--- src/rtl/tach_pkg.sv ---
// rtl/tach_pkg.sv - shared constants, state enums and width helpers for the fan tachometer
package tach_pkg;

    localparam longint unsigned SEC_PER_MIN = 64'd60;

    typedef enum logic [0:0] {
        CH_ARMING,
        CH_MEASURING
    } ch_state_e;

    typedef enum logic [1:0] {
        DIV_IDLE,
        DIV_RUN,
        DIV_DONE
    } div_state_e;

    function automatic int calc_num_w(input longint unsigned clk_freq);
        return $clog2(SEC_PER_MIN * clk_freq + 64'd1);
    endfunction

    function automatic int calc_cnt_w(input longint unsigned timeout_cyc);
        return $clog2(timeout_cyc + 64'd1);
    endfunction

endpackage

--- src/rtl/tach_seq_div.sv ---
// rtl/tach_seq_div.sv - restoring divider, one quotient bit per cycle, with a tag carried alongside
module tach_seq_div
    import tach_pkg::*;
#(
    parameter int NUM_W = 32,
    parameter int DEN_W = 16,
    parameter int TAG_W = 1
) (
    input  logic             clk,
    input  logic             rst,
    input  logic             start,
    input  logic [NUM_W-1:0] num,
    input  logic [DEN_W-1:0] den,
    input  logic [TAG_W-1:0] tag_in,
    output logic             busy,
    output logic             done,
    output logic [NUM_W-1:0] quot,
    output logic [TAG_W-1:0] tag_out
);

    localparam int IT_W = $clog2(NUM_W);

    div_state_e       state;
    logic [DEN_W-1:0] den_q;
    logic [DEN_W-1:0] rem;
    logic [IT_W-1:0]  iter;
    logic [DEN_W:0]   rem_sh;
    logic [DEN_W:0]   rem_sub;
    logic             take;

    // quot starts as the numerator and is shifted out MSB-first while quotient bits shift in
    always_comb begin
        rem_sh  = {rem, quot[NUM_W-1]};
        rem_sub = rem_sh - {1'b0, den_q};
        take    = (rem_sh >= {1'b0, den_q});
    end

    always_ff @(posedge clk) begin
        if (rst) begin
            state   <= DIV_IDLE;
            den_q   <= '0;
            rem     <= '0;
            iter    <= '0;
            quot    <= '0;
            tag_out <= '0;
        end else begin
            case (state)
                DIV_IDLE: begin
                    if (start) begin
                        den_q   <= den;
                        rem     <= '0;
                        iter    <= '0;
                        quot    <= num;
                        tag_out <= tag_in;
                        state   <= DIV_RUN;
                    end
                end
                DIV_RUN: begin
                    rem  <= take ? rem_sub[DEN_W-1:0] : rem_sh[DEN_W-1:0];
                    quot <= {quot[NUM_W-2:0], take};
                    iter <= iter + 1'b1;
                    if (iter == IT_W'(NUM_W - 1)) begin
                        state <= DIV_DONE;
                    end
                end
                DIV_DONE: state <= DIV_IDLE;
                default:  state <= DIV_IDLE;
            endcase
        end
    end

    assign busy = (state != DIV_IDLE);
    assign done = (state == DIV_DONE);

endmodule

--- src/rtl/tach_multi_acq.sv ---
// rtl/tach_multi_acq.sv - multi-channel FG period to RPM with stall detect; FG_GLITCH_FILTER_EN adds an input glitch filter
module tach_multi_acq
    import tach_pkg::*;
#(
    parameter int CH_NUM      = 2,
    parameter int CLK_FREQ    = 50000000,
    parameter int PPR         = 2,
    parameter int TIMEOUT_CYC = CLK_FREQ,
`ifdef FG_GLITCH_FILTER_EN
    parameter int FILT_CYC    = 4,
`endif
    parameter int RPM_W       = 16
) (
    input  logic                      sys_clk,
    input  logic                      sys_rst,
    input  logic [CH_NUM-1:0]         fg_signal,
    output logic [CH_NUM*RPM_W-1:0]   rpm_flat,
    output logic [CH_NUM-1:0]         rpm_valid,
    output logic [CH_NUM-1:0]         stall
);

    localparam int NUM_W = calc_num_w(64'(CLK_FREQ));
    localparam int CNT_W = calc_cnt_w(64'(TIMEOUT_CYC));
    localparam int DEN_W = CNT_W + 2;
    localparam int TAG_W = (CH_NUM > 1) ? $clog2(CH_NUM) : 1;
    localparam int QW    = (NUM_W > RPM_W) ? NUM_W : RPM_W;
    localparam logic [NUM_W-1:0] NUMER = NUM_W'(SEC_PER_MIN * 64'(CLK_FREQ));

    logic [CH_NUM-1:0] sync1, sync2, lvl, lvl_d, fg_edge, post, tmo, pending;
    ch_state_e         ch_state [CH_NUM];
    logic [CNT_W-1:0]  cnt      [CH_NUM];
    logic [CNT_W-1:0]  p_lat    [CH_NUM];
    logic [RPM_W-1:0]  rpm_q    [CH_NUM];
    logic [TAG_W-1:0]  ptr, grant_ch, div_tag;
    logic              grant_vld, div_busy, div_done, discard, tmo_tag;
    logic [NUM_W-1:0]  div_quot;
    logic [QW-1:0]     q_ext;
    logic [RPM_W-1:0]  rpm_sat;

    always_ff @(posedge sys_clk) begin
        if (sys_rst) begin
            sync1 <= '0;
            sync2 <= '0;
            lvl_d <= '0;
        end else begin
            sync1 <= fg_signal;
            sync2 <= sync1;
            lvl_d <= lvl;
        end
    end

`ifdef FG_GLITCH_FILTER_EN
    localparam int FW = $clog2(FILT_CYC + 1);
    logic [FW-1:0]     fcnt [CH_NUM];
    logic [CH_NUM-1:0] filt;

    // level follows the input only after FILT_CYC consecutive cycles at the new value
    always_ff @(posedge sys_clk) begin
        if (sys_rst) begin
            filt <= '0;
            for (int i = 0; i < CH_NUM; i++) fcnt[i] <= '0;
        end else begin
            for (int i = 0; i < CH_NUM; i++) begin
                if (sync2[i] == filt[i]) begin
                    fcnt[i] <= '0;
                end else if (fcnt[i] == FW'(FILT_CYC - 1)) begin
                    filt[i] <= sync2[i];
                    fcnt[i] <= '0;
                end else begin
                    fcnt[i] <= fcnt[i] + 1'b1;
                end
            end
        end
    end
    assign lvl = filt;
`else
    assign lvl = sync2;
`endif

    assign fg_edge = lvl & ~lvl_d;

    // an edge on the timeout cycle suppresses the stall
    always_comb begin
        post = '0;
        tmo  = '0;
        for (int i = 0; i < CH_NUM; i++) begin
            post[i] = fg_edge[i] && (ch_state[i] == CH_MEASURING);
            tmo[i]  = !fg_edge[i] && (ch_state[i] == CH_MEASURING)
                      && (cnt[i] == CNT_W'(TIMEOUT_CYC));
        end
    end

    always_comb begin
        grant_vld = 1'b0;
        grant_ch  = '0;
        for (int k = 0; k < CH_NUM; k++) begin
            if (!grant_vld && pending[(int'(ptr) + k) % CH_NUM]) begin
                grant_vld = 1'b1;
                grant_ch  = TAG_W'((int'(ptr) + k) % CH_NUM);
            end
        end
        if (div_busy) grant_vld = 1'b0;
    end

    always_comb begin
        tmo_tag = 1'b0;
        for (int i = 0; i < CH_NUM; i++) begin
            if (tmo[i] && div_tag == TAG_W'(i)) tmo_tag = 1'b1;
        end
    end

    tach_seq_div #(
        .NUM_W (NUM_W),
        .DEN_W (DEN_W),
        .TAG_W (TAG_W)
    ) u_div (
        .clk     (sys_clk),
        .rst     (sys_rst),
        .start   (grant_vld),
        .num     (NUMER),
        .den     (DEN_W'(p_lat[grant_ch]) * DEN_W'(PPR)),
        .tag_in  (grant_ch),
        .busy    (div_busy),
        .done    (div_done),
        .quot    (div_quot),
        .tag_out (div_tag)
    );

    assign q_ext   = QW'(div_quot);
    assign rpm_sat = (q_ext > QW'({RPM_W{1'b1}})) ? {RPM_W{1'b1}} : q_ext[RPM_W-1:0];

    always_ff @(posedge sys_clk) begin
        if (sys_rst) begin
            pending   <= '0;
            stall     <= '0;
            rpm_valid <= '0;
            ptr       <= '0;
            discard   <= 1'b0;
            for (int i = 0; i < CH_NUM; i++) begin
                ch_state[i] <= CH_ARMING;
                cnt[i]      <= '0;
                p_lat[i]    <= '0;
                rpm_q[i]    <= '0;
            end
        end else begin
            rpm_valid <= '0;
            if (grant_vld) begin
                ptr <= (grant_ch == TAG_W'(CH_NUM - 1)) ? '0 : grant_ch + 1'b1;
            end
            if (grant_vld)                discard <= 1'b0;
            else if (div_busy && tmo_tag) discard <= 1'b1;

            for (int i = 0; i < CH_NUM; i++) begin
                if (grant_vld && grant_ch == TAG_W'(i)) pending[i] <= 1'b0;
                // a stall in the same cycle as completion wins over the stale result
                if (div_done && div_tag == TAG_W'(i) && !discard && !tmo[i]) begin
                    rpm_q[i]     <= rpm_sat;
                    rpm_valid[i] <= 1'b1;
                end
                if (ch_state[i] == CH_ARMING) begin
                    if (fg_edge[i]) begin
                        ch_state[i] <= CH_MEASURING;
                        cnt[i]      <= CNT_W'(1);
                    end
                end else if (fg_edge[i]) begin
                    cnt[i]     <= CNT_W'(1);
                    p_lat[i]   <= cnt[i];
                    pending[i] <= 1'b1;
                    stall[i]   <= 1'b0;
                end else if (tmo[i]) begin
                    ch_state[i]  <= CH_ARMING;
                    cnt[i]       <= '0;
                    stall[i]     <= 1'b1;
                    rpm_q[i]     <= '0;
                    rpm_valid[i] <= 1'b1;
                    pending[i]   <= 1'b0;
                end else begin
                    cnt[i] <= cnt[i] + 1'b1;
                end
            end
        end
    end

    for (genvar g = 0; g < CH_NUM; g++) begin : g_rpm
        assign rpm_flat[g*RPM_W +: RPM_W] = rpm_q[g];
    end

endmodule

--- config.mk ---
export PLATFORM = sky130hd
export DESIGN_NAME = tach_multi_acq
export DESIGN_NICKNAME = d
export VERILOG_FILES = /design/src/rtl/tach_pkg.sv /design/src/rtl/tach_seq_div.sv /design/src/rtl/tach_multi_acq.sv
export SDC_FILE = /design/constraint.sdc
export NUM_CORES = 1
export LEC_CHECK = 0
export BUFFER_PORTS_ARGS = -buffer_cell sky130_fd_sc_hd__buf_2
export CORE_MARGIN = 1
export CORE_UTILIZATION = 51
export DETAILED_ROUTE_END_ITERATION = 12
export HOLD_SLACK_MARGIN = 0.1
export PLACE_DENSITY = 0.7
export SLEW_MARGIN = 20
export SYNTH_ARGS = -nofsm -noshare
export SYNTH_HDL_FRONTEND = slang
export SYNTH_SLANG_ARGS = --single-unit
--- constraint.sdc ---
create_clock -name sys_clk -period 3.1 [get_ports sys_clk]
set_input_delay 0.31 -clock sys_clk [delete_from_list [all_inputs] [get_ports sys_clk]]
set_output_delay 0.31 -clock sys_clk [all_outputs]
set_load 0.03 [all_outputs]
==> reports/results.ini <==
[power_and_ir_drop]
p_int_mw = 5.79
p_leak_nw = 5.29
fin_total_pwr_mw = 7.71
p_switching_mw = 1.92
p_sw_frac = 0.249
power_frac_clock = 0.416
p_per_area_nw_per_um2 = 586
pwr-share-seq = 0.472
vdd_drop_max_v = 0.000485
p_comb_frac = 0.112

[die]
ios = 40
dieArea_um2 = 23200
coreArea_um2 = 22000
initial_utilization = 0.524
dieHeight_um = 152
placementRows = 54
die_w_um = 152

[clock_tree]
cts_setup_buffers = 0
cts-root-buf = clkbuf_16
cts_max_path_buffers = 3
numClockSinks = 246
numCtsBuffers = 27
clk_latency_ns = 0.55
cts_tree = yes
path_clk_slew_ns = 0.06
htree_levels = 1

[synthesis]
synth_seq_cells = 246
avgSynthCellArea_um2 = 9.88
yosysWarnings = 0
synth_xor_xnor_area_share = 0.0455
synth_area_leaders = edfxtp_1 (31%), dfxtp_1 (22%), nor2_1 (5.8%)
synthAdderAreaFrac = 0.0364
synth_cell_types = 65
synthMuxAreaShare = 0.0156
synth_edf_count = 121
synth_top_family_by_area = simple AND/OR/NAND/NOR gates
synthesis.area_um2 = 11500
synth_top_cell_area_share = 0.315
ys.flop_type = dfxtp_1
async_flop_share = 0
syn_inst = 1169
seq_area_frac_synth = 0.531
synth_area_leader_cell = edfxtp_1
synthesis.nets = 1206
synthSimpleGateAreaFrac = 0.196
synth_compound_area_frac = 0.131

[sta]
setup_violations = 0
final_hold_viol_count = 0
min_period_over_period = 0.944
layout_setup_ws_ns = 0.175
clock_skew_ns = 0.0123
max_freq_ghz = 0.342
rsz0062_at_grt = yes
fin_crit_ns = 2.93
fin_setup_tns_ns = 0
maxSlewViolCount = 0
tightestPinTransition_ns = 0.695
maxSlewHeadroom = 0.536

[drt]
dr.pass1.iters = 11
viasPerCell = 5.68
avgRoutedWirePerCell_um = 17.1
detail-route-antenna-nets = 0
vias = 8654
drcViolationCount = 1
wirelength_um = 26100
drt_iter0_drc = 571

[worst_setup_path]
r2r-start = u_div.rem[0]
r2r_end = u_div.rem[27]
cp-start-kind = register
r2r.worst_path.cells = 13
critPathCaptureType = register
worstSetupPathType = register to register
r2r_setup_slack_ns = 0.17
path_max_fanout = 26
cp.required_ns = 3.58
worst_ep_arrival_time_ns = 3.40

[status]
violations = DRC
outcome = complete, but fails checks

[hold_path]
hold_path_end = sync1[0]
min_from = sys_rst
whs_path_depth = 2
hp-class = input port to register

[placed_design]
gp_congestion = 0.923
dpl_cell_area_um2 = 12200
place_ws_ns = 0.0826
place_hpwl_um = 18000
io_buffers = 39
dp.cells = 1473

[global_route]
grt_pass1_wl_um = 42800
grt_pass1_vias = 8453
track_usage = 0.224
grt_overflow = 0
antenna_found_initial = 0
grt_max_degree = 36

[finish]
area_growth_pct = 13.9
nets = 1261
drive_above_1_share = 0.116
finalInstanceArea_um2 = 13200
final_common_cell = nor2_1
n_antenna_cell = 0
final_cell_mix = nor2_1 (176), dfxtp_1 (125), edfxtp_1 (121)
instances_no_fill = 1524

[run]
maxCapViolations = 0

## metal layers
layer,global-route usage,vias to the layer above,share of wire
li1,-,4276,-
met1,0.292,4114,0.44
met2,0.384,216,0.48
met3,0.0273,48,0.041
met4,0.0813,0,0.031
met5,0,-,0
## registers in the layout, indices dropped and copies added, names as in the netlist, 5 cells and up
name	count
u_div.den_q	26
cnt	52
u_div.rem	28
p_lat	52
rpm_q	32
u_div.iter	5
u_div.quot	32
## worst max path at each step
stage / from / end / slack [ns] / cells past startpoint
finish: u_div.rem[0] / u_div.rem[27] / 0.17 / 13
global route: u_div.rem[0] / u_div.rem[27] / -0.007 / 13
CTS: u_div.rem[0] / u_div.rem[19] / 0.08 / 14
global placement: u_div.rem[0] / u_div.rem[19] / 0.17 / 14
detailed placement: u_div.rem[0] / u_div.rem[19] / 0.08 / 14
floorplan: u_div.den_q[15] / u_div.rem[27] / 0.42 / 12
## power by group through the flow
stage	clock, mW	combinational (mW)	sequential, mW
2_1_floorplan	0	0.631	3.68
3_3_place_gp	0	0.852	3.70
3_5_place_dp	0	0.857	3.71
4_1_cts	3.26	0.865	3.64
5_1_grt	3.39	0.954	3.66
6_report	3.21	0.866	3.64
## cells by family (layout without fill, tap and decap cells)
group | Yosys count | count (layout)
flip-flops | 246 | 246
adder cells (fa/ha/maj) | 33 | 33
AO/OA/AOI/OAI | 219 | 219
buffers and inverters | 129 | 204
XOR/XNOR | 60 | 60
multiplexers | 18 | 18
AND/OR/NAND/NOR | 464 | 464
## area by class of cell
class	count	area, µm²
Timing Repair Buffer	81	541
Tap cell	280	350
Inverter	74	278
Clock buffer	35	726
Multi-Input combinational cell	794	4960
Fill cell	1867	8870
Sequential cell	246	6140
Clock inverter	14	166
## synthesized netlist by cell type (3+ instances only)
cell / n
dfxtp_1: 125
buf_2: 6
mux2i_1: 18
nor3b_1: 4
a31oi_1: 6
o31ai_1: 3
a21o_1: 12
ha_1: 32
or3_1: 14
xor2_1: 35
edfxtp_1: 121
and3_1: 11
nand2_1: 62
a222oi_1: 24
nand3_1: 43
o211ai_1: 4
inv_1: 74
nor4_1: 8
a21boi_0: 5
nor2_1: 177
nor3_1: 37
nand4_1: 15
a22o_1: 23
o21ai_0: 48
a21oi_1: 53
nand3b_1: 5
nor2b_1: 11
and2_1: 54
o22ai_1: 3
clkbuf_1: 45
nand2b_1: 9
o21a_1: 4
a32oi_1: 7
xnor2_1: 25
nor4b_1: 5
a211oi_1: 5
## metrics by stage
step                       util  hold WS (ns)
after CTS                 0.596         0.280
after detailed placement  0.555         0.425
final                     0.597         0.292
after global placement    0.555         0.417
after floorplan               -         0.414
after global routing      0.597         0.342
## worst max-delay path, cell delays in order, from the launching register on
cell	delay, ns
dfxtp_1	0.33
inv_1	0.06
ha_1	0.21
inv_1	0.08
fa_2	0.24
a211oi_2	0.09
o21ai_2	0.18
or3b_2	0.51
a31oi_2	0.18
o21ba_2	0.21
nor2_2	0.06
buf_12	0.18
or4_1	0.47
nand2_1	0.07
## timing repair
| item | 4_1_cts | 5_1_grt |
|---|---|---|
| endpoints found under the hold margin | 2 | 0 |
| resized for setup | 0 | 7 |
| endpoints found under the setup margin | 0 | 4 |
| hold buffers | 2 | 0 |
Power figures use the tool's default switching activity.
